--- config.mk ---
export PLATFORM = sky130hd
export DESIGN_NAME = sw_test_status_mon
export DESIGN_NICKNAME = d
export VERILOG_FILES = /design/src/rtl/sw_test_status_mon.sv
export SDC_FILE = /design/constraint.sdc
export NUM_CORES = 1
export LEC_CHECK = 0
export BUFFER_PORTS_ARGS = -buffer_cell sky130_fd_sc_hd__buf_2
export CELL_PAD_IN_SITES_DETAIL_PLACEMENT = 2
export CELL_PAD_IN_SITES_GLOBAL_PLACEMENT = 2
export CORE_ASPECT_RATIO = 0.75
export CORE_MARGIN = 2
export CORE_UTILIZATION = 16
export CTS_CLUSTER_DIAMETER = 150
export CTS_CLUSTER_SIZE = 24
export DETAILED_ROUTE_END_ITERATION = 8
export GPL_TIMING_DRIVEN = 1
export PLACE_DENSITY_LB_ADDON = 0.1
export SLEW_MARGIN = 5
export SYNTH_ARGS = -nofsm -noshare
export SYNTH_HDL_FRONTEND = slang
export SYNTH_SLANG_ARGS = --single-unit
--- constraint.sdc ---
create_clock -name clk_i -period 3.05 [get_ports clk_i]
set_input_delay 0.4575 -clock clk_i [delete_from_list [all_inputs] [get_ports clk_i]]
set_output_delay 0.4575 -clock clk_i [all_outputs]
set_load 0.05 [all_outputs]
--- src/rtl/sw_test_status_mon.sv ---
// Multi-channel software test-status monitor: decodes status words snooped from per-core write
// streams into channel FSMs and a sticky done/pass/timeout verdict. Option: SW_TEST_STATUS_HEARTBEAT_EN.
module sw_test_status_mon #(
  parameter int unsigned NumChannels     = 2,
  parameter int unsigned AddrWidth       = 32,
  parameter int unsigned TimeoutCycles   = 0,
  parameter bit          FailFast        = 1'b1
`ifdef SW_TEST_STATUS_HEARTBEAT_EN
  ,
  parameter int unsigned HeartbeatCycles = 100000
`endif
) (
  input  logic                             clk_i,
  input  logic                             rst_ni,
  input  logic [NumChannels-1:0]           wr_valid_i,
  input  logic [NumChannels*AddrWidth-1:0] wr_addr_i,
  input  logic [NumChannels*16-1:0]        wr_data_i,
  input  logic [NumChannels*AddrWidth-1:0] status_addr_i,
  output logic [NumChannels*3-1:0]         chan_state_o,
  output logic [NumChannels-1:0]           chan_done_o,
  output logic                             done_o,
  output logic                             passed_o,
  output logic                             timeout_o
);

  typedef enum logic [2:0] {
    StIdle   = 3'd0,
    StBoot   = 3'd1,
    StTest   = 3'd2,
    StWfi    = 3'd3,
    StPassed = 3'd4,
    StFailed = 3'd5
  } chan_state_e;

  localparam int unsigned ToW = (TimeoutCycles > 1) ? $clog2(TimeoutCycles + 1) : 1;

  chan_state_e            r_state      [NumChannels];
  chan_state_e            w_state_d    [NumChannels];
  chan_state_e            w_code_state [NumChannels];
  logic [NumChannels-1:0] w_hit;
  logic [NumChannels-1:0] w_code_ok;
  logic [NumChannels-1:0] w_chan_done;
  logic [NumChannels-1:0] w_chan_failed;
  logic [NumChannels-1:0] w_hb_expire;
  logic                   w_all_done;
  logic                   w_any_failed;
  logic                   w_term;
  logic                   w_to_hit;
  logic                   r_done;
  logic                   r_passed;
  logic                   r_timeout;
  logic [ToW-1:0]         r_to_cnt;

  // Address match and status-code decode per channel.
  always_comb begin
    for (int unsigned c = 0; c < NumChannels; c++) begin
      w_hit[c] = wr_valid_i[c] &&
                 (wr_addr_i[c*AddrWidth +: AddrWidth] == status_addr_i[c*AddrWidth +: AddrWidth]);
      w_code_state[c] = StIdle;
      w_code_ok[c]    = 1'b1;
      case (wr_data_i[c*16 +: 16])
        16'hb090: w_code_state[c] = StBoot;
        16'h4354: w_code_state[c] = StTest;
        16'h1d1e: w_code_state[c] = StWfi;
        16'h900d: w_code_state[c] = StPassed;
        16'hbaad: w_code_state[c] = StFailed;
        default:  w_code_ok[c]    = 1'b0;
      endcase
    end
  end

`ifdef SW_TEST_STATUS_HEARTBEAT_EN
  localparam int unsigned HbW = (HeartbeatCycles > 1) ? $clog2(HeartbeatCycles) : 1;

  logic [HbW-1:0] r_hb_cnt [NumChannels];

  always_comb begin
    for (int unsigned c = 0; c < NumChannels; c++) begin
      w_hb_expire[c] = (r_state[c] == StTest) && !w_hit[c] &&
                       (r_hb_cnt[c] == HbW'(HeartbeatCycles - 1));
    end
  end

  // Idle counter only runs while staying in Test; any decoded write or a state change clears it.
  always_ff @(posedge clk_i or negedge rst_ni) begin
    if (!rst_ni) begin
      for (int unsigned c = 0; c < NumChannels; c++) begin
        r_hb_cnt[c] <= '0;
      end
    end else if (!r_done) begin
      for (int unsigned c = 0; c < NumChannels; c++) begin
        if ((r_state[c] == StTest) && (w_state_d[c] == StTest) && !w_hit[c]) begin
          r_hb_cnt[c] <= r_hb_cnt[c] + 1'b1;
        end else begin
          r_hb_cnt[c] <= '0;
        end
      end
    end
  end
`else
  assign w_hb_expire = '0;
`endif

  always_comb begin
    for (int unsigned c = 0; c < NumChannels; c++) begin
      w_state_d[c] = r_state[c];
      if ((r_state[c] != StPassed) && (r_state[c] != StFailed)) begin
        if (w_hit[c] && w_code_ok[c]) begin
          w_state_d[c] = w_code_state[c];
        end else if (w_hb_expire[c]) begin
          w_state_d[c] = StFailed;
        end
      end
    end
  end

  always_ff @(posedge clk_i or negedge rst_ni) begin
    if (!rst_ni) begin
      for (int unsigned c = 0; c < NumChannels; c++) begin
        r_state[c] <= StIdle;
      end
    end else if (!r_done) begin
      for (int unsigned c = 0; c < NumChannels; c++) begin
        r_state[c] <= w_state_d[c];
      end
    end
  end

  always_comb begin
    w_all_done   = 1'b1;
    w_any_failed = 1'b0;
    chan_state_o = '0;
    for (int unsigned c = 0; c < NumChannels; c++) begin
      w_chan_done[c]        = (r_state[c] == StPassed) || (r_state[c] == StFailed);
      w_chan_failed[c]      = (r_state[c] == StFailed);
      w_all_done            = w_all_done && w_chan_done[c];
      w_any_failed          = w_any_failed || w_chan_failed[c];
      chan_state_o[c*3 +: 3] = r_state[c];
    end
    w_term   = w_all_done || (FailFast && w_any_failed);
    w_to_hit = (TimeoutCycles != 0) && (r_to_cnt == ToW'(TimeoutCycles - 1));
  end

  always_ff @(posedge clk_i or negedge rst_ni) begin
    if (!rst_ni) begin
      r_to_cnt <= '0;
    end else if (!r_done && (TimeoutCycles != 0) && (r_to_cnt != '1)) begin
      r_to_cnt <= r_to_cnt + 1'b1;
    end
  end

  // Status-based termination has priority over a timeout landing in the same cycle.
  always_ff @(posedge clk_i or negedge rst_ni) begin
    if (!rst_ni) begin
      r_done    <= 1'b0;
      r_passed  <= 1'b0;
      r_timeout <= 1'b0;
    end else if (!r_done) begin
      if (w_term) begin
        r_done   <= 1'b1;
        r_passed <= !w_any_failed;
      end else if (w_to_hit) begin
        r_done    <= 1'b1;
        r_timeout <= 1'b1;
      end
    end
  end

  assign chan_done_o = w_chan_done;
  assign done_o      = r_done;
  assign passed_o    = r_passed;
  assign timeout_o   = r_timeout;

endmodule
# [Word level (Yosys, flattened, before mapping)]
# Cells that the tools add are included.
[op_classes] n_bitwise=1 eq_ne=20 muxes=6 reduce_logical=17
[op_table] op="16-bit equality test (second input constant)" n=6
[op_table] op="32-bit equality test" n=2
[op_table] op="16-bit by 13-bit equality test with 1-bit output (second input constant)" n=2
[op_table] op="16-bit by 15-bit equality test with 1-bit output (second input constant)" n=2
[op_table] op="3-bit case mux with 5 select lines" n=2
[op_table] op="3-bit equality test (second input constant)" n=4
[op_table] op="3-bit inequality test (second input constant)" n=4
[op_table] op="5-bit OR reduction" n=2
[op_table] op="1-bit logical AND" n=7
[op_table] op="3-bit AND reduction" n=2
[op_table] op="1-bit logical OR" n=4
[op_table] op="1-bit two-way mux" n=4
[op_table] op="2-bit AND reduction" n=1
[op_table] op="1-bit zero test" n=1
[op_table] op="1-bit inverter" n=1
[totals] word_cells=48 ff_bits=8 in_bits=164

# [Depth between registers and ports, before layout]
# Gate-level depths: netlist of the first run.
[depth] depth_word=6 mapped_depth=6

# [Worst setup path after synthesis of the first run]
# No wires, ideal clock.
[synth_path] kind="flip-flop to flip-flop" from="register r_state (netlist bit chan_state_o[5])" to="register r_state (netlist bit chan_state_o[4])" path_buffers=0 t_arrival_ns=2.060 t_required_ns=2.932 setup_ns=0.118 setup_slack_ns=0.872 period_less_slack_ns=2.178 stages_incl_launch_ff=6 path_cell_list="dfrtp_1 -> nor2b_1 -> nor4b_2 -> nand4_4 -> nor2_1 -> a21o_1"
[synth_via] elab_chain_len=3 word_cells_on_any_way=4
[synth_lines] item="start, declared" line="37" text="chan_state_e r_state [NumChannels];"
[synth_lines] item="start signal, assigned by index" line="120" text="r_state[c] <= StIdle;"
[synth_lines] item="start signal, assigned by index" line="124" text="r_state[c] <= w_state_d[c];"
[synth_lines] item="3-bit inequality test" line="107" text="if ((r_state[c] != StPassed) && (r_state[c] != StFailed)) begin"
[synth_lines] item="1-bit logical AND (*)" line="107"
[synth_lines] item="3-bit AND reduction (no line) (*)"
# Mark *: on every way between the ends. The rest lies on a longest branch, timed or not.
# A chain may end at the register's enable or synchronous reset.

# [Worst setup path after layout of the first run]
[layout_path] from="input wr_data_i[22]" to="register r_state (netlist bit chan_state_o[3])"
[layout_via] elab_chain_len=5 word_cells_on_any_way=10
[layout_lines] item="start, declared" line="17" text="input logic [NumChannels*16-1:0] wr_data_i,"
[layout_lines] item="16-bit equality test (tied with other cells)" line="61" text="case (wr_data_i[c*16 +: 16])"
[layout_lines] item="5-bit OR reduction (no line)"
[layout_lines] item="1-bit two-way mux" line="61"
[layout_lines] item="1-bit logical AND" line="108" text="if (w_hit[c] && w_code_ok[c]) begin"
[layout_lines] item="3-bit AND reduction (no line)"
# Several ways; a longest one is shown, not always the timed one.

==> qor.yml, run 1 <==
power:
  powerDensity_nw_per_um2: 221.1
  seq_power_share_pct: 19.0
  leakage_nw: 1.188
  comb_power_share_pct: 42.4
  p_sw_share_pct: 26.17
  clockPowerShare_pct: 38.7
  internal_power_mw: 0.4156
  switchingPower_mw: 0.1473
  finalPower_mw: 0.5629
  vdd_drop_max_mv: 0.1599
logic_synthesis:
  synth_top_family_by_area: "XOR/XNOR gates"
  synth-adder-area-share_pct: 0
  synthMuxAreaShare_pct: 0.6780
  netlist_instances: 179
  syn-num-nets: 343
  syn-cell-area_sq_um: 1476
  synth_xor_xnor_area_share_pct: 37.97
  ys_seq_area_share_pct: 13.56
  ys_types: 42
  synth_compound_area_share_pct: 10.51
  synthSimpleGateAreaFrac_pct: 35.51
  avgSynthCellArea_sq_um: 8.248
  ys_ff_latch: 8
  synth_warnings: 0
floorplan:
  die_x_um: 114.9
  placementRows: 30
  start_util_pct: 16.39
  io_pins: 175
  coreArea_sq_um: 9009
  dieArea_sq_um: 10020
  die_h_um: 87.19
worst_setup_path:
  crit_family: "simple AND/OR/NAND/NOR gates"
  crit_path_start: "wr_data_i[22]"
  worstPathRequired_ns: 3.20
  crit_fanout: 3
  crit_buf_inv: 1
  crit_slowest_cell: "or3b_1"
  r2r-start: "chan_state_o[5]"
  crit_arrival_ns: 2.04
  cp_cell_sequence: "buf_2 > or3b_1 > or2_4 > nor4_4 > a311oi_1 > a21oi_2 > mux2i_1"
  crit_type: "input port to flop"
  cp-end-kind: "flop"
  startpoint_type: "input port"
  slowest_delay_ns: 0.41
global_route:
  grt_max_degree: 9
  overflow: 0
  grt_pass1_vias: 2068
  antenna_found_initial: 0
  grt_pass1_wl_mm: 10.03
  track_usage_pct: 12.40
route:
  met3_length_um: 344
  postRouteAntennaNets: 0
  post_drt_wl_per_cell_um: 14.02
  first_iter_violations: 36
  wl_met2_mm: 3.121
  wl_mm: 6.518
  top_layer: "met4"
  viasPerCell: 4.243
  vias: 1973
  first_pass_iters: 4
  wl_met1_mm: 3.014
  route.detailed.drc: 0
cts:
  cts.sinks: 8
  post-cts-setup-buffers: 0
  ctsHoldBuffers: 0
  cts_inserted_buffers: 3
  clkTransAtPathRegs_ns: 0.04
  root_buffer: "clkbuf_16"
  worst_skew_pair.late_latency_ns: 0.23
  tritoncts: "yes"
  htreeDepth: 1
  post_cts_resized: 0
  cts_buffer_depth: 2
cells_and_area:
  design_area_sq_um: 2546
  layout_commonest_cell: "buf_2"
  final_nets: 519
  syn2layout_area_growth_pct: 72.46
  layout-drive-gt1-share_pct: 52.41
  diodes: 0
  layout_common_cells: "173 x buf_2, 54 x xnor2_1, 15 x nand4_1"
  final_cells: 465
timing:
  maxSlewViolCount: 0
  timing.final.crit_share_pct: 61.84
  worst_pin_slew_ns: 0.6350
  skew_ns: 0.001429
  max_freq_ghz: 0.5302
  hold_ws_ns: 0.06712
  relSlewSlack_pct: 57.28
  final-hold-violation-count: 0
  finalCriticalPeriod_ns: 1.886
  setup_viol: 0
  final.setup.tns_ns: 0
  rsz0062_at_grt: "false"
placed_design:
  placed_area_sq_um: 2471
  place.gp.congestion: 0.7667
  dpl.hpwl_mm: 6.137
  portBuffers: 173
  dp_cells: 462
flow_run:
  max_cap_violations: 0
hold_path:
  worst_hold_path_type: "input port to asynchronous set/reset pin"
outcome:
  status: "finished, final reports clean"
[flip-flops by register name (all words and copies together), names as in the netlist]
register / cells
done_o: 1
chan_state_o: 6
passed_o: 1
[power groups by stage]
| stage | Sequential [mW] | Clock (mW) | Combinational (mW) |
|---|---|---|---|
| after global placement | 0.108 | 0 | 0.238 |
| after global routing | 0.107 | 0.235 | 0.265 |
| after floorplan | 0.108 | 0 | 0.100 |
| after detailed placement | 0.108 | 0 | 0.242 |
| final | 0.107 | 0.218 | 0.239 |
| after CTS | 0.107 | 0.224 | 0.243 |
[metrics by stage]
stage	util, %	setup slack [ns]
floorplan	-	0.8721
global placement	27.43	0.9448
detailed placement	27.43	0.9266
CTS	28.26	1.149
global route	28.26	1.050
finish	28.26	1.164
[area by class of cell]
| type | count | area (sq um) |
|---|---|---|
| clock buffers | 3 | 75.07 |
| fillers | 1094 | 6462 |
| inverters | 3 | 11.26 |
| multi-input cells | 166 | 1254 |
| flip-flops and latches | 8 | 200.2 |
| well taps | 112 | 140.1 |
| repair buffers | 173 | 865.8 |
[synth_stat cells, drive strengths merged]
| cell | count | area, sq um |
|---|---|---|
| nand2 | 5 | 18.77 |
| conb | 1 | 3.750 |
| a21o | 3 | 22.52 |
| or2 | 1 | 8.760 |
| nand4b | 2 | 17.52 |
| and2 | 1 | 6.260 |
| a31oi | 3 | 18.77 |
| or3 | 2 | 12.51 |
| mux2i | 1 | 10.01 |
| a211oi | 3 | 22.52 |
| or4 | 1 | 11.26 |
| nor4b | 2 | 23.77 |
| inv | 3 | 11.26 |
| and3b | 2 | 17.52 |
| and4b | 1 | 10.01 |
| nand4 | 16 | 115.1 |
| xor2 | 10 | 87.58 |
| a21oi | 4 | 23.77 |
| nand3 | 4 | 20.02 |
| buf | 1 | 7.510 |
| or4b | 2 | 20.02 |
| nand2b | 1 | 6.260 |
| or3b | 2 | 17.52 |
| nor2 | 7 | 26.28 |
| nor4 | 13 | 115.1 |
| a22o | 1 | 8.760 |
| clkbuf | 1 | 3.750 |
| nand3b | 1 | 7.510 |
| nor3b | 1 | 7.510 |
| nor3 | 5 | 25.02 |
| nor2b | 4 | 25.02 |
| a311oi | 1 | 8.760 |
| dfrtp | 8 | 200.2 |
| and3 | 2 | 12.51 |
| xnor2 | 54 | 473.0 |
| o21ai | 10 | 50.05 |
[cell families after synthesis]
family	Yosys count
and+or+nand+nor	75
xor gates and xnor gates	64
AOI/OAI and AO/OA	25
DFF	8
buffers and inverters	5
muxes	1
other	1
[layer usage]
layer,up-vias,GRT usage (%)
li1,1013,-
met1,890,16.68
met2,68,21.44
met3,2,1.601
met4,0,2.300
met5,-,0
[path summary, 6_finish.rpt]
kind	endpoint	slack, ns	cells past startpoint
min in group clk_i	chan_state_o[4]	0.54	1
max in group asynchronous	chan_state_o[2]	2.81	1
worst min-delay path	passed_o	0.07	1
worst min register to register	chan_state_o[4]	0.54	1
worst max-delay path	chan_state_o[3]	1.16	7
worst max register to register	chan_state_o[4]	1.33	5
Note: power is estimated with default switching activity, not from simulation.
==> inputs of run 2 (changes only) <==
- CORE_UTILIZATION: 16 -> 15
- clock period: 3.05 -> 1.8 ns (I/O delays scaled with it)
==> run 2 against run 1 <==
Clock power is 81% higher. Highest routed layer unchanged. Largest power group unchanged. Count of clock-buffer cells in the layout is 1 higher. Largest cell class unchanged. Sequential cell count stayed put. Clock skew is 0.0034 ns higher. Sequential share of layout area is 0.38 points lower. Critical path depth is 1 higher. Power is 76% higher. Utilization is 0.053 points higher. First-iteration DRC count is 44% lower. Non-clock buffer count is 14 higher. Sequential power is 69% higher. Die area is 6.4% higher.
==> qor.yml, run 2 (synthesis results as in run 1) <==
route:
  route.detailed.drc: 0  # unchanged
  postRouteAntennaNets: 0  # unchanged
  first_pass_iters: 2  # -2
  first_iter_violations: 20  # -44%
  viasPerCell: 4.244  # about the same
  vias: 2122  # +7.6%
  post_drt_wl_per_cell_um: 13.36  # -4.7%
  wl_mm: 6.681  # +2.5%
worst_setup_path:
  crit_slowest_cell: "or3b_1"
  crit_type: "input port to flop"
  worstPathRequired_ns: 1.94  # -1.26 ns
  crit_fanout: 2  # -1
  crit_arrival_ns: 1.80  # -0.24 ns
  slowest_delay_ns: 0.41  # about the same
  startpoint_type: "input port"
  cp_cell_sequence: "buf_2 > or3b_1 > buf_4 > nor3_2 > and3_1 > a311oi_2 > a21oi_2 > mux2i_1"
  cp-end-kind: "flop"
floorplan:
  start_util_pct: 15.35  # -1.0 points
  placementRows: 31  # +3.3%
  coreArea_sq_um: 9619  # +6.8%
  die_h_um: 89.92  # +3.1%
  die_x_um: 118.6  # +3.2%
  dieArea_sq_um: 10660  # +6.4%
  io_pins: 175  # unchanged
timing:
  setup_viol: 0  # unchanged
  max_freq_ghz: 0.6033
  rsz0062_at_grt: "false"
  timing.final.crit_share_pct: 92.08
  maxSlewViolCount: 0  # unchanged
  final-hold-violation-count: 0  # unchanged
  skew_ns: 0.004808  # +0.003379 ns
  final.setup.tns_ns: 0  # unchanged
  hold_ws_ns: 0.4258  # +0.3587 ns
  finalCriticalPeriod_ns: 1.658
global_route:
  grt_max_degree: 9  # unchanged
  grt_pass1_vias: 2340  # +13%
  overflow: 0  # unchanged
  track_usage_pct: 12.23  # -0.17 points
  grt_pass1_wl_mm: 10.96  # +9.4%
  antenna_found_initial: 0  # unchanged
placed_design:
  dpl.hpwl_mm: 6.170  # +0.54%
  placed_area_sq_um: 2590  # +4.8%
  place.gp.congestion: 0.6929  # -9.6%
  portBuffers: 173  # unchanged
cells_and_area:
  fin_util_pct: 28.32  # +0.053 points
  layout_commonest_cell: "buf_2"
  final_nets: 533  # +2.7%
  diodes: 0  # unchanged
  syn2layout_area_growth_pct: 84.49
  layout-drive-gt1-share_pct: 55.98  # +3.6 points
  design_area_sq_um: 2724  # +7.0%
  layout_common_cells: "173 x buf_2, 54 x xnor2_1, 15 x nand4_1"
  largest_reg_flops: 6  # unchanged
  fillers: 1181  # +8.0%
power:
  seq_power_share_pct: 18.3  # -0.7 points
  powerDensity_nw_per_um2: 362.7  # +64%
  vdd_drop_max_mv: 0.3472  # +120%
  comb_power_share_pct: 41.9  # -0.5 points
  finalPower_mw: 0.9880  # +76%
  switchingPower_mw: 0.2682  # +82%
  clockPowerShare_pct: 39.8  # +1.1 points
  leakage_nw: 1.263  # +6.3%
  internal_power_mw: 0.7198  # +73%
  p_sw_share_pct: 27.15  # +0.98 points
cts:
  cts_inserted_buffers: 3  # unchanged
  clkTransAtPathRegs_ns: 0.04  # about the same
  worst_skew_pair.late_latency_ns: 0.23  # about the same
  cts_buffer_depth: 2  # unchanged
  htreeDepth: 1  # unchanged
  tritoncts: "yes"
  cts.sinks: 8  # unchanged
  root_buffer: "clkbuf_16"
outcome:
  status: "finished, final reports clean"
flow_run:
  max_cap_violations: 0  # unchanged
hold_path:
  worst_hold_path_type: "input port to asynchronous set/reset pin"
[run 2: changes by cell type in the layout (fill, tap and decap cells not counted), sizes merged]
cell	delta
clkbuf	+1
buf	+13
dlygate4sd3	+1
[run 2: layout make-up]
type / instances / area, sq um / area share (%)
Multi-Input combinational cell: 166 / 1291 / 47.40
Tap cell: 132 / 165.2 / 6.063
Inverter: 3 / 11.26 / 0.4134
Clock buffer: 4 / 78.83 / 2.894
Sequential cell: 8 / 203.9 / 7.487
Timing Repair Buffer: 187 / 973.4 / 35.74
[run 2: what timing repair did]
item / CTS / global route
endpoints found under the setup margin: 0 / 4
hold buffers: 1 / 0
hold endpoints to repair: 8 / 0
setup buffers: 0 / 2
gates resized for setup: 0 / 5
[run 2: final timing paths]
path                                  from         endpoint  slack, ns  cells after the start
setup / recovery             wr_data_i[22]  chan_state_o[3]       0.14                      8
hold / removal                      rst_ni  chan_state_o[3]       0.43                      2
setup reg to reg           chan_state_o[2]  chan_state_o[0]       0.22                      6
hold reg to reg            chan_state_o[1]  chan_state_o[1]       0.52                      2
max in group asynchronous           rst_ni  chan_state_o[1]       1.18                      2
min in group clk_i            wr_data_i[1]  chan_state_o[2]       0.45                      4
[run 2: power groups by stage]
stage | clock (mW) | sequential [mW] | combinational, mW
6_report | 0.394 | 0.181 | 0.414
5_1_grt | 0.420 | 0.180 | 0.460
4_1_cts | 0.405 | 0.181 | 0.419
3_5_place_dp | 0 | 0.183 | 0.414
3_3_place_gp | 0 | 0.183 | 0.408
2_1_floorplan | 0 | 0.183 | 0.170
[run 2: critical path: cells and delay by family]
family / cells / cell delay (ns)
and+or+nand+nor: 3 / 0.80
AOI/OAI and AO/OA: 2 / 0.22
buffers and inverters: 2 / 0.26
muxes: 1 / 0.24
[run 2: per-stage QoR]
stage | std cells | worst slack (ns)
detailed placement | 493 | -0.1102
global route | 500 | 0.03436
finish | 500 | 0.1425
global placement | 493 | -0.09469
floorplan | 179 | 0.01419
CTS | 498 | 0.02271
[run 2: layer usage]
layer / vias to the layer above / routed length, um / global-route usage (%)
li1: 1044 / - / -
met1: 968 / 2822 / 14.50
met2: 108 / 3124 / 21.55
met3: 2 / 693 / 4.442
met4: 0 / 40 / 1.786
met5: - / 0 / 0
==> inputs of run 3 (changes only) <==
- ABC_AREA: not set -> 1
- CAP_MARGIN: not set -> 10
- CORE_UTILIZATION: 15 -> 16
==> run 3 against run 2 <==
Non-clock buffer count shrank 13. Largest cell class unchanged. Area after synthesis rose by 46%. Global-route usage up 1.2 points. Sequential share of layout area decreased by 1.4 points. Die area rose by 35%. Combinational power grew 21%. Register-to-register slack gained 0.12 ns.
==> qor.yml, run 3 <==
outcome:
  status: "finished, final reports clean"
route:
  first_iter_violations: 54  # +170%
  first_pass_iters: 4  # +2
  postRouteAntennaNets: 0  # unchanged
  vias: 3223  # +52%
  wl_mm: 9.755  # +46%
  post_drt_wl_per_cell_um: 12.13  # -9.2%
  viasPerCell: 4.009  # -5.5%
  route.detailed.drc: 0  # unchanged
cts:
  cts_inserted_buffers: 3  # unchanged
  cts.sinks: 8  # unchanged
  cts_buffer_depth: 2  # unchanged
  post-cts-setup-buffers: 0  # unchanged
  clkTransAtPathRegs_ns: 0.04  # about the same
  htreeDepth: 1  # unchanged
  post_cts_resized: 0  # unchanged
  root_buffer: "clkbuf_16"
  tritoncts: "yes"
  worst_skew_pair.late_latency_ns: 0.23  # about the same
cells_and_area:
  seq_area_sq_um: 200.2  # -1.8%
  fillers: 1730  # +46%
  layout-drive-gt1-share_pct: 30.65  # -25 points
  final_cells: 804  # +61%
  layout_commonest_cell: "buf_2"
  multi_input_area_sq_um: 1554  # +20%
  syn2layout_area_growth_pct: 53.69
  diodes: 0  # unchanged
  largest_reg_flops: 6  # unchanged
  layout_common_cells: "173 x buf_2, 166 x nand2_1, 104 x inv_1"
  final_nets: 799  # +50%
logic_synthesis:
  syn-cell-area_sq_um: 2156  # +46%
  ys_types: 24  # -43%
  syn-num-nets: 621  # +81%
  synthTopCellsByCount: "166 x nand2_1, 104 x inv_1, 79 x nor2_1, 23 x nand3_1, 15 x xnor2_1"
  synth_most_common_cell: "nand2_1"
  async_flop_share_pct: 100.0  # unchanged
  ys_seq_area_share_pct: 9.286  # -4.3 points
  yosys-top-cells-area: "nand2_1 29%, inv_1 18%, nor2_1 14%"
  avgSynthCellArea_sq_um: 4.717  # -43%
  synth_top_area_share_pct: 28.90  # -3.1 points
  synth_warnings: 0  # unchanged
  netlist_instances: 457  # +160%
  ys_ff_latch: 8  # unchanged
  synth_area_leader_cell: "nand2_1"
  synth_edf_count: 0  # unchanged
  yosys_most_used_dff: "dfrtp_1"
flow_run:
  max_cap_violations: 0  # unchanged
floorplan:
  io_pins: 175  # unchanged
  start_util_pct: 16.50  # +1.2 points
  dieArea_sq_um: 14430  # +35%
  coreArea_sq_um: 13060  # +36%
  die_h_um: 104.5  # +16%
  placementRows: 36  # +16%
  die_x_um: 138.0  # +16%
global_route:
  antenna_found_initial: 0  # unchanged
  grt_pass1_wl_mm: 16.39  # +50%
  grt_pass1_vias: 3520  # +50%
  overflow: 0  # unchanged
  track_usage_pct: 13.46  # +1.2 points
  grt_max_degree: 9  # unchanged
worst_setup_path:
  worstPathRequired_ns: 1.91  # -0.03 ns
  reg2regPathDepth: 11  # +5
  crit_arrival_ns: 1.57  # -0.23 ns
  slowest_delay_ns: 0.36  # -0.05 ns
  cp-end-kind: "flop"
  crit_fanout: 4  # +2
  crit_type: "flop to flop"
  startpoint_type: "flop"
  worst_path_most_repeated_cell: "nand2_1"
  crit_slowest_cell: "dfrtp_1"
  cp_cell_sequence: "inv_1 > nand2_1 > nand2_1 > nor2_1 > nand2_1 > nor2_1 > nand2_1 > nor2_4 > nand2_2 > nand2_1 > nand2_1"
timing:
  rsz0062_at_grt: "false"
  max_freq_ghz: 0.6858  # +14%
  final.setup.tns_ns: 0  # unchanged
  maxSlewViolCount: 0  # unchanged
  skew_ns: 0.0004981  # -0.004310 ns
  setup_viol: 0  # unchanged
  timing.final.crit_share_pct: 81.01  # -11 points
  finalCriticalPeriod_ns: 1.458  # -0.1993 ns
  final-hold-violation-count: 0  # unchanged
power:
  clockPowerShare_pct: 35.2  # -4.6 points
  powerDensity_nw_per_um2: 317.7  # -12%
  switchingPower_mw: 0.3481  # +30%
  comb_power_share_pct: 47.6  # +5.7 points
  p_sw_share_pct: 33.07  # +5.9 points
  internal_power_mw: 0.7046  # -2.1%
  leakage_nw: 2.115  # +67%
  seq_power_share_pct: 17.2  # -1.1 points
  vdd_drop_max_mv: 0.2038  # -41%
placed_design:
  place.gp.congestion: 0.7579  # +9.4%
  dpl.hpwl_mm: 9.187  # +49%
  dp_cells: 800  # +62%
  portBuffers: 173  # unchanged
hold_path:
  worst_hold_path_type: "input port to asynchronous set/reset pin"
## run 3: cell count changes in the layout (fill, tap and decap cells not counted), sizes merged, moves of 7 or more
| cell | change |
|---|---|
| xor2 | -7 |
| nand3 | +20 |
| nor2 | +79 |
| xnor2 | -39 |
| nor4 | -13 |
| nand2 | +166 |
| buf | -13 |
| inv | +102 |
## run 3: repair_timing
action | 4_1_cts | 5_1_grt
hold buffers | 1 | 0
endpoints found under the setup margin | 0 | 0
endpoints found under the hold margin | 8 | 0
## run 3: final timing paths
kind                                 start         endpoint  slack, ns
max in group asynchronous           rst_ni  chan_state_o[5]       1.18
setup / recovery           chan_state_o[4]  chan_state_o[4]       0.34
hold reg to reg                   passed_o         passed_o       0.51
hold / removal                      rst_ni           done_o       0.44
setup reg to reg           chan_state_o[4]  chan_state_o[4]       0.34
min in group clk_i                passed_o         passed_o       0.51
## run 3: layout make-up
type                    count  share of cell area [%]
multi-input cells         343                   46.90
repair buffers            174                   26.44
inverters                 105                   11.90
well taps                 171                   6.458
flip-flops and latches      8                   6.042
clock buffers               3                   2.266
## run 3: routing by layer
metal	routed length [um]	part of all wire (%)	track usage [%]	vias to the layer above
met4	66	0.68	1.968	0
met5	0	0	0	-
met3	362	3.7	1.381	4
met1	4646	48	17.44	1428
li1	-	-	-	1706
met2	4679	48	24.61	85
## run 3: kinds of logic (layout without fill, tap and decap cells)
logic type / count (synthesis) / count (layout) / share of synthesized area, %
AND/OR/NAND/NOR: 306 / 306 / 59.95
other: 1 / 1 / 0.1739
buffers and inverters: 106 / 282 / 18.63
AO/OA/AOI/OAI: 18 / 18 / 4.643
XOR/XNOR: 18 / 18 / 7.313
flip-flops: 8 / 8 / 9.286
## run 3: power groups by stage
stage	clock network (mW)	registers (mW)	logic, mW
final	0.371	0.181	0.501
after global routing	0.395	0.181	0.584
after CTS	0.381	0.181	0.514
after detailed placement	0	0.183	0.509
after global placement	0	0.183	0.487
after floorplan	0	0.183	0.225
## run 3: metrics by stage
| stage | utilization (%) | power [mW] | hold slack, ns | setup WS, ns | area [sq um] |
|---|---|---|---|---|---|
| finish | 25.36 | 1.053 | 0.4444 | 0.3418 | 3313 |
| global route | 25.36 | 1.159 | 0.4790 | 0.1256 | 3313 |
| CTS | 25.36 | 1.076 | 0.4551 | 0.2770 | 3313 |
| detailed placement | 24.71 | 0.6921 | 0.1309 | 0.2416 | 3228 |
| global placement | 24.71 | 0.6701 | 0.1301 | 0.3032 | 3228 |
| floorplan | - | 0.4085 | -0.02559 | 0.2037 | 2156 |
## run 3: critical path, delay by kind of cell (launching register included)
kind                   cells  cell delay, ns
buffers and inverters      1            0.05
AND/OR/NAND/NOR           10            0.92
flip-flops                 1            0.36
